## src/rtl/seg_pkg.sv

```systemverilog
// Shared constants and helpers for the seven-segment scan controller.
package seg_pkg;

  localparam logic [3:0] CODE_ZERO  = 4'ha;
  localparam logic [3:0] CODE_BLANK = 4'hf;
  localparam int         NUM_DIGITS = 8;
  localparam logic [7:0] AN_ALL_OFF = 8'hff;

  function automatic logic [3:0] nibble_at(input logic [31:0] word, input logic [2:0] sel);
    return word[{sel, 2'b00} +: 4];
  endfunction

endpackage

```

## src/rtl/seg_scan_ctrl_tick.sv

```systemverilog
// Refresh divider: pulses tick once every REFRESH_DIV cycles and steps the 3-bit scan index.
module scan_tick_gen #(
  parameter int REFRESH_DIV = 100000
) (
  input  logic       clk,
  input  logic       rst_n,
  output logic       tick,
  output logic [2:0] idx
);

  localparam int            CW      = (REFRESH_DIV > 1) ? $clog2(REFRESH_DIV) : 1;
  localparam logic [CW-1:0] CNT_MAX = CW'(REFRESH_DIV - 1);

  logic [CW-1:0] cnt_q, cnt_d;
  logic [2:0]    idx_q, idx_d;

  // counter wrap and index advance
  always_comb begin
    tick  = (cnt_q == CNT_MAX);
    cnt_d = cnt_q;
    idx_d = idx_q;
    if (tick) begin
      cnt_d = {CW{1'b0}};
      idx_d = idx_q + 3'd1;
    end else begin
      cnt_d = cnt_q + {{(CW-1){1'b0}}, 1'b1};
    end
  end

  // state registers
  always_ff @(posedge clk or negedge rst_n) begin
    if (!rst_n) begin
      cnt_q <= {CW{1'b0}};
      idx_q <= 3'd0;
    end else begin
      cnt_q <= cnt_d;
      idx_q <= idx_d;
    end
  end

  assign idx = idx_q;

endmodule

```

## src/rtl/seg_scan_ctrl.sv

```systemverilog
// Eight-digit multiplexed scan controller with double-buffered, frame-aligned display loads.
module seg_scan_ctrl #(
  parameter int REFRESH_DIV = 100000,
  parameter int NUM_DIGITS  = 8,
  parameter int LZ_BLANK    = 1
) (
  input  logic        clk,
  input  logic        rst_n,
  input  logic [31:0] data,
  input  logic        data_valid,
  output logic        data_ready,
  output logic        load_ack,
  input  logic [7:0]  en_mask,
  output logic [7:0]  an,
  output logic [3:0]  digit_code
);

  import seg_pkg::*;

  logic        tick;
  logic [2:0]  idx;
  logic        frame_end;
  logic [31:0] pending_q, pending_d;
  logic [31:0] display_q, display_d;
  logic        pending_full_q, pending_full_d;
  logic        load_ack_q, load_ack_d;
  logic [7:0]  an_q, an_d;
  logic [3:0]  code_q, code_d;
  logic [7:0]  lead_zero;
  logic [3:0]  nib;
  logic        dark;

  scan_tick_gen #(
    .REFRESH_DIV (REFRESH_DIV)
  ) u_tick (
    .clk   (clk),
    .rst_n (rst_n),
    .tick  (tick),
    .idx   (idx)
  );

  // load handshake into the pending buffer and commit at frame boundaries
  always_comb begin
    frame_end      = tick && (idx == 3'd7);
    pending_d      = pending_q;
    pending_full_d = pending_full_q;
    display_d      = display_q;
    load_ack_d     = 1'b0;
    if (data_valid && !pending_full_q) begin
      pending_d      = data;
      pending_full_d = 1'b1;
    end else if (frame_end && pending_full_q) begin
      display_d      = pending_q;
      pending_full_d = 1'b0;
      load_ack_d     = 1'b1;
    end else begin
      pending_full_d = pending_full_q;
    end
  end

  // digit mapping; lead_zero[i] means digits 7..i are all zero
  always_comb begin
    lead_zero = 8'h00;
    lead_zero[NUM_DIGITS-1] = (display_q[31:28] == 4'h0);
    for (int i = NUM_DIGITS - 2; i >= 0; i--) begin
      lead_zero[i] = lead_zero[i+1] && (nibble_at(display_q, 3'(i)) == 4'h0);
    end
    nib  = nibble_at(display_q, idx);
    dark = !en_mask[idx] || (nib > 4'd9) ||
           ((LZ_BLANK != 0) && (idx != 3'd0) && lead_zero[idx]);
    if (dark) begin
      an_d   = AN_ALL_OFF;
      code_d = CODE_BLANK;
    end else begin
      an_d   = ~(8'b0000_0001 << idx);
      code_d = (nib == 4'h0) ? CODE_ZERO : nib;
    end
  end

  // state and output registers
  always_ff @(posedge clk or negedge rst_n) begin
    if (!rst_n) begin
      pending_q      <= 32'h0000_0000;
      display_q      <= 32'h0000_0000;
      pending_full_q <= 1'b0;
      load_ack_q     <= 1'b0;
      an_q           <= AN_ALL_OFF;
      code_q         <= CODE_BLANK;
    end else begin
      pending_q      <= pending_d;
      display_q      <= display_d;
      pending_full_q <= pending_full_d;
      load_ack_q     <= load_ack_d;
      an_q           <= an_d;
      code_q         <= code_d;
    end
  end

  assign data_ready = ~pending_full_q;
  assign load_ack   = load_ack_q;
  assign an         = an_q;
  assign digit_code = code_q;

endmodule

```

## config.mk

```make
export PLATFORM = sky130hd
export DESIGN_NAME = seg_scan_ctrl
export DESIGN_NICKNAME = d
export VERILOG_FILES = /design/src/rtl/seg_pkg.sv /design/src/rtl/seg_scan_ctrl_tick.sv /design/src/rtl/seg_scan_ctrl.sv
export SDC_FILE = /design/constraint.sdc
export NUM_CORES = 1
export LEC_CHECK = 0
export ABC_AREA = 0
export BUFFER_PORTS_ARGS = -buffer_cell sky130_fd_sc_hd__clkbuf_2
export CAP_MARGIN = 0
export CORE_MARGIN = 2
export CORE_UTILIZATION = 57
export CTS_CLUSTER_DIAMETER = 120
export DETAILED_ROUTE_END_ITERATION = 8
export PLACE_DENSITY = 0.79
export SETUP_SLACK_MARGIN = 0.4
export SLEW_MARGIN = 25
export SYNTH_ARGS = -nofsm -noshare
export SYNTH_HDL_FRONTEND = slang
export SYNTH_SLANG_ARGS = --single-unit
```

## constraint.sdc

```tcl
create_clock -name clk -period 2.3 [get_ports clk]
set_input_delay 0.46 -clock clk [delete_from_list [all_inputs] [get_ports clk]]
set_output_delay 0.46 -clock clk [all_outputs]
set_load 0.01 [all_outputs]
```

; ---- Yosys cells after proc, flatten, opt, wreduce, memory -nomap -nowiden
; Index checks and enable logic that the tools add are counted.
[totals]
input_bits = 43
wordCells = 58
latch_bits = 0
n_memories = 0
ramBits = 0
ff_bits = 98
romBits = 0
output_inout_bits = 14
[op_classes]
multipliers = 0
bitwise = 3
magnitude_cmp = 2
shift = 2
n_eq_ne = 2
muxes = 12
reduce_logical = 27
div = 0
n_addsub = 2
[ops]
columns = operator, count
row1 = 4-bit logical NOT, 9
row2 = 32-bit by 6-bit indexed part select with 4-bit output, 1
row3 = 17-bit by 1-bit adder with 17-bit output (second input constant), 1
row4 = 17-bit == test (second input constant), 1
row5 = 17-bit two-way mux, 1
row6 = 1-bit logical AND, 11
row7 = 4-bit two-way mux, 2
row8 = 8-bit two-way mux, 1
row9 = 8-bit NOT, 1
row10 = 1-bit by 3-bit << shifter with 8-bit output (first input constant), 1
row11 = 1-bit binary-select mux with 3-bit select, 2
row12 = 1-bit two-way mux, 6
row13 = 4-bit greater-than comparator (second input constant), 1
row14 = 3-bit by 4-bit < comparator with 1-bit output (second input constant), 1
row15 = 3-bit by 1-bit adder with 3-bit output (second input constant), 1
row16 = 3-bit == test (second input constant), 1
row17 = 3-bit nonzero test, 1
row18 = 1-bit logical NOT, 2
row19 = 1-bit logical OR, 2
row20 = 1-bit NOT, 2
row21 = 2-bit AND reduction, 1
row22 = 2-bit nonzero test, 1

; ---- Depth between registers and ports, before layout
; Gate-level depths: netlist of the first run.
[depth]
word_depth = 13
ltp_mapped = 7
depth_no_buf = 6

; ---- Hierarchy
; From an unflattened synthesis of the first run, not the netlist that was laid out.
[hier_totals]
cells_unflattened = 304
area_unflattened_um2 = 4291.6
[modules_own_cells]
columns = mod, n_inst, seq_area_each_um2, area_each_um2, cells_each
row1 = seg_scan_ctrl, 1, 1966.9, 3338.2, 219
row2 = scan_tick_gen, 1, 500.5, 953.4, 85

; ---- Worst setup path before layout of the first run
; No wires, ideal clock.
[synth_path]
path_type = reg-to-reg
start = register u_tick.idx_q[0], in the netlist u_tick.idx[0]
end = register an_q[1], in the netlist an[1]
path_buffers = 1
path_slack_ns = 0.174
arrival_ns = 2.054
stages_incl_launch_ff = 8
cell_sequence = dfrtp_1 -> buf_6 -> inv_1 -> ha_1 -> or4_1 -> nor3_1 -> o221ai_1 -> nand4_1
[synth_between]
elab_chain_cells = 6
[synth_rtl]
columns = element, line_no
row1 = start: declaration, seg_scan_ctrl_tick.sv:15  ; logic [2:0] idx_q, idx_d;
row2 = start signal: assignment, seg_scan_ctrl_tick.sv:37  ; idx_q <= idx_d;
row3 = "parallel branches: the longest is 5 deep, another holds 4-bit greater-than comparator", --
row4 = 8-bit two-way mux *, seg_scan_ctrl.sv:71  ; if (dark) begin
row5 = net an_d[1], seg_scan_ctrl.sv:27  ; logic [7:0] an_q, an_d;
row6 = end signal: assignment, seg_scan_ctrl.sv:94  ; an_q <= an_d;
row7 = end: declaration, seg_scan_ctrl.sv:27
; Mark *: on every way through the listed nets, which the timed path passes. The select of a mux whose other input is x is not followed.
; A chain may end at the register's enable or synchronous reset.

; ---- Worst setup path after layout of the first run
[layout_path]
start = register u_tick.cnt_q[14]
end = register display_q[25]
[layout_between]
elab_chain_cells = 4
[layout_rtl]
columns = element, line_no
row1 = start: declaration, seg_scan_ctrl_tick.sv:14  ; logic [CW-1:0] cnt_q, cnt_d;
row2 = start signal: assignment, seg_scan_ctrl_tick.sv:33  ; cnt_q <= {CW{1'b0}};
row3 = start signal: assignment, seg_scan_ctrl_tick.sv:36  ; cnt_q <= cnt_d;
row4 = 17-bit == test, seg_scan_ctrl_tick.sv:19  ; tick = (cnt_q == CNT_MAX);
row5 = 1-bit logical AND, seg_scan_ctrl.sv:44  ; frame_end = tick && (idx == 3'd7);
row6 = 1-bit logical AND, seg_scan_ctrl.sv:52  ; end else if (frame_end && pending_full_q) begin
row7 = 2-bit AND reduction (no line), --
row8 = end signal: assignment, seg_scan_ctrl.sv:91  ; display_q <= display_d;
row9 = end: declaration, seg_scan_ctrl.sv:24  ; logic [31:0] display_q, display_d;
; Every way passes these cells.

==> results of run 1 <==
-- synthesized netlist by cell type, types with 2 or more instances --
cell type / count / share of area, %
a21oi_1: 3 / 0.34
and3_1: 4 / 0.57
buf_1: 3 / 0.26
buf_12: 2 / 0.91
buf_6: 2 / 0.51
clkbuf_1: 3 / 0.26
dfrtp_1: 86 / 49
dfstp_2: 12 / 7.2
ha_1: 7 / 2.0
inv_1: 5 / 0.43
mux2_1: 10 / 2.6
mux2_2: 25 / 6.4
mux2_4: 29 / 9.9
mux2i_1: 3 / 0.68
mux4_1: 2 / 1.2
mux4_2: 8 / 4.1
nand2_1: 12 / 1.0
nand3_1: 13 / 1.5
nand4_1: 8 / 1.1
nor2_1: 8 / 0.68
nor2b_1: 2 / 0.28
nor3_1: 3 / 0.34
nor4_1: 8 / 1.1
o21ai_0: 6 / 0.68
or3_1: 2 / 0.28
or4_1: 2 / 0.34
xnor2_1: 7 / 1.4
xor2_1: 6 / 1.2
-- worst paths after layout --
| path | startpoint | end | cells past startpoint |
|---|---|---|---|
| min | rst_n | u_tick.cnt_q[4]$_DFF_PN0_ | 1 |
| max in group asynchronous | rst_n | pending_q[17]$_DFFE_PN0P_ | 2 |
| max reg2reg | u_tick.cnt_q[14]$_DFF_PN0_ | display_q[25]$_DFFE_PN0P_ | 7 |
| max | u_tick.cnt_q[14]$_DFF_PN0_ | display_q[25]$_DFFE_PN0P_ | 7 |
| min reg2reg | pending_q[10]$_DFFE_PN0P_ | pending_q[10]$_DFFE_PN0P_ | 1 |
| min in group clk | data[10] | pending_q[10]$_DFFE_PN0P_ | 2 |
-- sequential cells by signal, summed over array words and instances, names as in the netlist --
name and count:
an 8, digit_code 4, display_q 32, load_ack 1
pending_full_q 1, pending_q 32, u_tick.cnt_q 17, u_tick.idx 3
-- final cells by class --
type                       instances  area [µm²]  share of cell area (%)
inverter                           6        22.5                   0.414
clock inverter                     7         126                    2.32
multi-input combinational        185        2020                    37.1
sequential                        98        2470                    45.4
clock buffer                       9         124                    2.28
tap                              102         128                    2.35
timing repair buffer              82         547                    10.1
-- cell usage in the layout, fill, tap and decap left out, drive strengths merged --
cell type,Yosys,layout
a21boi,1,1
dfrtp,86,86
xor2,6,6
nor2b,2,2
nand2,13,13
nand4,8,8
clkinv,0,2
mux2,64,64
clkbuf,3,64
nor4,8,8
clkinvlp,0,1
mux4,10,10
or4,2,2
a211oi,1,1
nand2b,1,1
inv,6,7
nor2,8,8
and4bb,1,1
xnor2,7,7
o211ai,1,1
bufinv,0,3
dfstp,12,12
and2,2,2
o221ai,1,2
buf,9,27
mux2i,5,5
and3,4,4
nand3,13,13
or3,2,2
o21ai,6,6
ha,7,7
a311o,1,1
o2111ai,1,1
nor4bb,1,1
a21oi,4,5
nor3,3,3
-- where the power goes --
group	internal [mW]	switching (mW)	total, mW
Sequential	1.79	0.0408	1.83
Combinational	0.0833	0.0683	0.152
Clock	0.733	0.612	1.34
-- per-layer routing --
metal  up-vias  GRT usage, %
met5         -             0
met4         0          9.70
met3        34          5.83
met2       105          36.5
met1      1466          28.6
li1       1263             -
-- stage by stage --
stage / util (%) / cell area, µm² / hold WS (ns)
after global routing: 71.5 / 5440 / 0.0817
after CTS: 68.8 / 5240 / 0.0617
after detailed placement: 63.1 / 4800 / 0.476
final: 71.5 / 5440 / 0.0638
after global placement: 63.1 / 4800 / 0.468
after floorplan: - / 4430 / 0.164
-- logic make-up after synthesis --
kind of cell	share of synthesized area, %
simple gates	8.35
flops	56.0
xor+xnor	2.59
fa+ha+maj	1.99
compound gates	2.53
mux	25.6
buf+inv	2.90
-- worst max-delay path, cell delays in order (launching register included) --
cell and delay [ns]:
dfrtp_1 0.42, nor4bb_2 0.29, and4bb_1 0.27, and3_4 0.20, and3_4 0.22, buf_12 0.12, buf_16 0.13, mux2_4 0.30
-- repair_timing --
action,4_1_cts,5_1_grt
setup buffers,12,4
setup endpoints to repair,43,46
gates cloned,3,1
resized for setup,8,29
pin swaps,3,18
==> results.toml, run 1 <==
[sta]
period_needed_ns = 2.06
hold_violations = 0
setup_viol = 0
fin_skew_ns = 0.0122
rsz0062_at_grt = "yes"
tightest_slew_ns = 0.530
drv_slew = 0
relSlewSlack_pct = 64.7
fmax_mhz = 485
fin_ws_ns = 0.238
tns_ns = 0
period_share_pct = 89.6

[synthesis]
synth_cell_types = 46
synth_cells = 299
synth_nets = 349
seq_area_frac_synth_pct = 56.0
syn_avg_cell_area_um2 = 14.7
synth_warnings = 0
synth.cell_area_um2 = 4400
synth_flop_cell = "dfrtp_1"
synth_edf_count = 0
async_reset_ff_share_pct = 100
ys_ff_latch = 98

[drt]
routed_wl_mm = 9.30
via_per_inst = 5.87
m1WireLength_mm = 3.62
first_iter_violations = 186
avgRoutedWirePerCell_um = 19.0
ant_nets = 0
wl_met3_um = 502
route.detailed.drc = 0
via_count = 2868
drt_first_pass_iters = 4
wl_met2_mm = 4.77
top_layer_used = "met4"

[cells_and_area]
stdcell_count = 489
nets = 432
drive_above_1_share_pct = 53.5
n_antenna_cell = 0
fillerInstances = 484
area_growth_pct = 23.5

[worst_setup_path]
critPathKind = "register to register"
end_kind = "register"
arrival_ns = 2.32
ff2ff_setup_slack_ns = 0.24
cp_max_fo = 8
required_ns = 2.56
cp-start-kind = "register"

[global_route]
grt_max_degree = 44
grt_usage_pct = 22.4
antenna_found_initial = 0
grt_pass1_wl_mm = 14.4
grt_overflow = 0
grt_pass1_vias = 2813

[placement]
gp_congestion = 0.818
place_inst = 453
port_buffers = 56
place_ws_ns = 0.208
hpwl_mm = 5.64

[pwr]
static-leakage-power_nw = 2.49
pwr_density_cell_nw_per_um2 = 612
power_mw = 3.33
irDropWorstVdd_v = 0.000499

[clock_tree]
cts_made_buffers = 9
cts_hold_buffers = 0
cts_tree = "yes"
clkTransAtPathRegs_ns = 0.09
clock-sinks = 98
clockBufferDepth = 2
root_buffer = "clkbuf_8"
htreeDepth = 3
clk_latency_ns = 0.37

[die]
dieArea_um2 = 8450
core_um2 = 7610
fp.dieW_um = 91.9
ios = 57
fp.dieH_um = 91.9
rows = 32
start_util_pct = 57.9

[flow_run]
cap_viol_max_count = 0

[worst_hold_path]
hold_path_class = "input port to async pin"

[status]
outcome = "finished, final reports clean"
Note: power is estimated with default switching activity, not from simulation.
==> run 2, diff against run 1 <==
--- a/config.mk
+++ b/config.mk
@@ -12,6 +12,7 @@
 export CORE_UTILIZATION = 57
 export CTS_CLUSTER_DIAMETER = 120
 export DETAILED_ROUTE_END_ITERATION = 8
+export HOLD_SLACK_MARGIN = 0.1
 export PLACE_DENSITY = 0.79
 export SETUP_SLACK_MARGIN = 0.4
 export SLEW_MARGIN = 25
==> results.toml, run 2 (synthesis gave the netlist of run 1 again) <==
[cells_and_area]
final_cell_mix = "84 x dfrtp_1, 55 x clkbuf_2, 29 x mux2_4, 25 x mux2_2, 22 x buf_4"
nets = 433
area_growth_pct = 23.8
n_antenna_cell = 0
mostFrequentLayoutCell = "dfrtp_1"
drive_above_1_share_pct = 53.4
stdcell_count = 490
reg_top3 = "display_q (32), pending_q (32), u_tick.cnt_q (17)"
design_area_um2 = 5450
fillerInstances = 481

[drt]
routed_wl_mm = 9.31
avgRoutedWirePerCell_um = 19.0
route.detailed.drc = 0
via_count = 2853
drt_first_pass_iters = 4
via_per_inst = 5.82
ant_nets = 0
first_iter_violations = 186

[worst_setup_path]
critPathTopFamily = "simple AND/OR/NAND/NOR gates"
critPathKind = "register to register"
cp_common_cell = "and3_4"
cp_max_fo = 8
ff2ff_setup_slack_ns = 0.24
rr_startpoint = "u_tick.cnt_q[14]$_DFF_PN0_"
critPathSlowestCell = "dfrtp_1"
path_cells = "nor4bb_2, and4bb_1, and3_4, and3_4, buf_12, buf_16, mux2_4"
r2r-end = "display_q[25]$_DFFE_PN0P_"
max_stage_delay_ns = 0.42
r2r_cells = 7
cp_num_buf_inv = 2
end_kind = "register"
required_ns = 2.56
arrival_ns = 2.32
critical_path_depth = 7
cp-start-kind = "register"

[sta]
relSlewSlack_pct = 64.6
tns_ns = 0
period_needed_ns = 2.06
fin_skew_ns = 0.0121
fin_ws_ns = 0.238
setup_viol = 0
rsz0062_at_grt = "yes"
hold_violations = 0
whs_ns = 0.297
drv_slew = 0
period_share_pct = 89.6
fmax_mhz = 485
tightest_slew_ns = 0.531

[placement]
hpwl_mm = 5.64
port_buffers = 56
place_inst = 453
place_ws_ns = 0.208
gp_congestion = 0.818
placed_area_um2 = 4800

[clock_tree]
cts_made_buffers = 9
clkTransAtPathRegs_ns = 0.10
root_buffer = "clkbuf_8"
clock-sinks = 98
cts_tree = "yes"
clk_latency_ns = 0.37
clockBufferDepth = 2
htreeDepth = 3

[pwr]
p_int_mw = 2.61
p_sw_share_pct = 21.7
irDropWorstVdd_v = 0.000500
p_switching_mw = 0.722
static-leakage-power_nw = 2.49
clockPowerShare_pct = 40.4
seqPwrFrac_pct = 55.0
pwr_density_cell_nw_per_um2 = 611
p_comb_share_pct = 4.6

[global_route]
grt_overflow = 0
grt_usage_pct = 22.4
antenna_found_initial = 0
grt_pass1_vias = 2813
grt_pass1_wl_mm = 14.4
grt_max_degree = 44

[worst_hold_path]
hold_path.startpoint = "data[10]"
hold_path_class = "input port to register"
hold_path_depth = 2
holdPathEnd = "pending_q[10]$_DFFE_PN0P_"

[die]
core_um2 = 7610
fp.dieH_um = 91.9
dieArea_um2 = 8450
start_util_pct = 57.9
ios = 57
fp.dieW_um = 91.9
rows = 32

[flow_run]
cap_viol_max_count = 0

[status]
outcome = "finished, final reports clean"
-- run 2: layer usage --
metal  wire, µm  up-vias  GRT usage (%)
li1           -     1268              -
met4        404        0           9.70
met1       3690     1446           28.6
met2       4740      105           36.5
met3        477       34           5.83
met5          0        -              0
-- run 2: power by group through the flow --
| stage | logic (mW) | clock network, mW | registers, mW |
|---|---|---|---|
| 2_1_floorplan | 0.0641 | 0 | 1.85 |
| 3_3_place_gp | 0.143 | 0 | 1.86 |
| 3_5_place_dp | 0.151 | 0 | 1.87 |
| 4_1_cts | 0.156 | 1.37 | 1.83 |
| 6_report | 0.153 | 1.35 | 1.83 |
| 5_1_grt | 0.172 | 1.44 | 1.84 |
-- run 2: metrics by stage --
stage	util, %	power (mW)
2_1_floorplan	-	1.91
3_3_place_gp	63.1	2.01
3_5_place_dp	63.1	2.02
4_1_cts	69.0	3.36
5_1_grt	71.6	3.46
6_report	71.6	3.33
-- run 2: final cells by class --
type	instances	area [µm²]	share of cell area (%)
Sequential cell	98	2470	45.4
Timing Repair Buffer	83	557	10.2
Multi-Input combinational cell	185	2020	37.1
Inverter	6	22.5	0.413
Clock buffer	9	124	2.27
Clock inverter	7	126	2.32
Tap cell	102	128	2.34
-- run 2: repair_timing --
action,in CTS,in global routing
pin swaps,3,18
gates cloned,3,1
setup endpoints to repair,43,46
buffers inserted,12,4
hold buffers,1,0
gates resized for setup,8,29
endpoints found under the hold margin,27,0
-- run 2: how the worst max path moves through the flow --
stage	start	end	slack (ns)
2_1_floorplan	u_tick.cnt_q[5]$_DFF_PN0_	display_q[10]$_DFFE_PN0P_	0.40
3_3_place_gp	u_tick.idx[0]$_DFFE_PN0N_	an[2]$_DFF_PN1_	0.23
3_5_place_dp	u_tick.cnt_q[5]$_DFF_PN0_	display_q[18]$_DFFE_PN0P_	0.21
4_1_cts	u_tick.cnt_q[14]$_DFF_PN0_	display_q[24]$_DFFE_PN0P_	0.29
5_1_grt	u_tick.cnt_q[14]$_DFF_PN0_	display_q[29]$_DFFE_PN0P_	0.18
6_report	u_tick.cnt_q[14]$_DFF_PN0_	display_q[25]$_DFFE_PN0P_	0.24
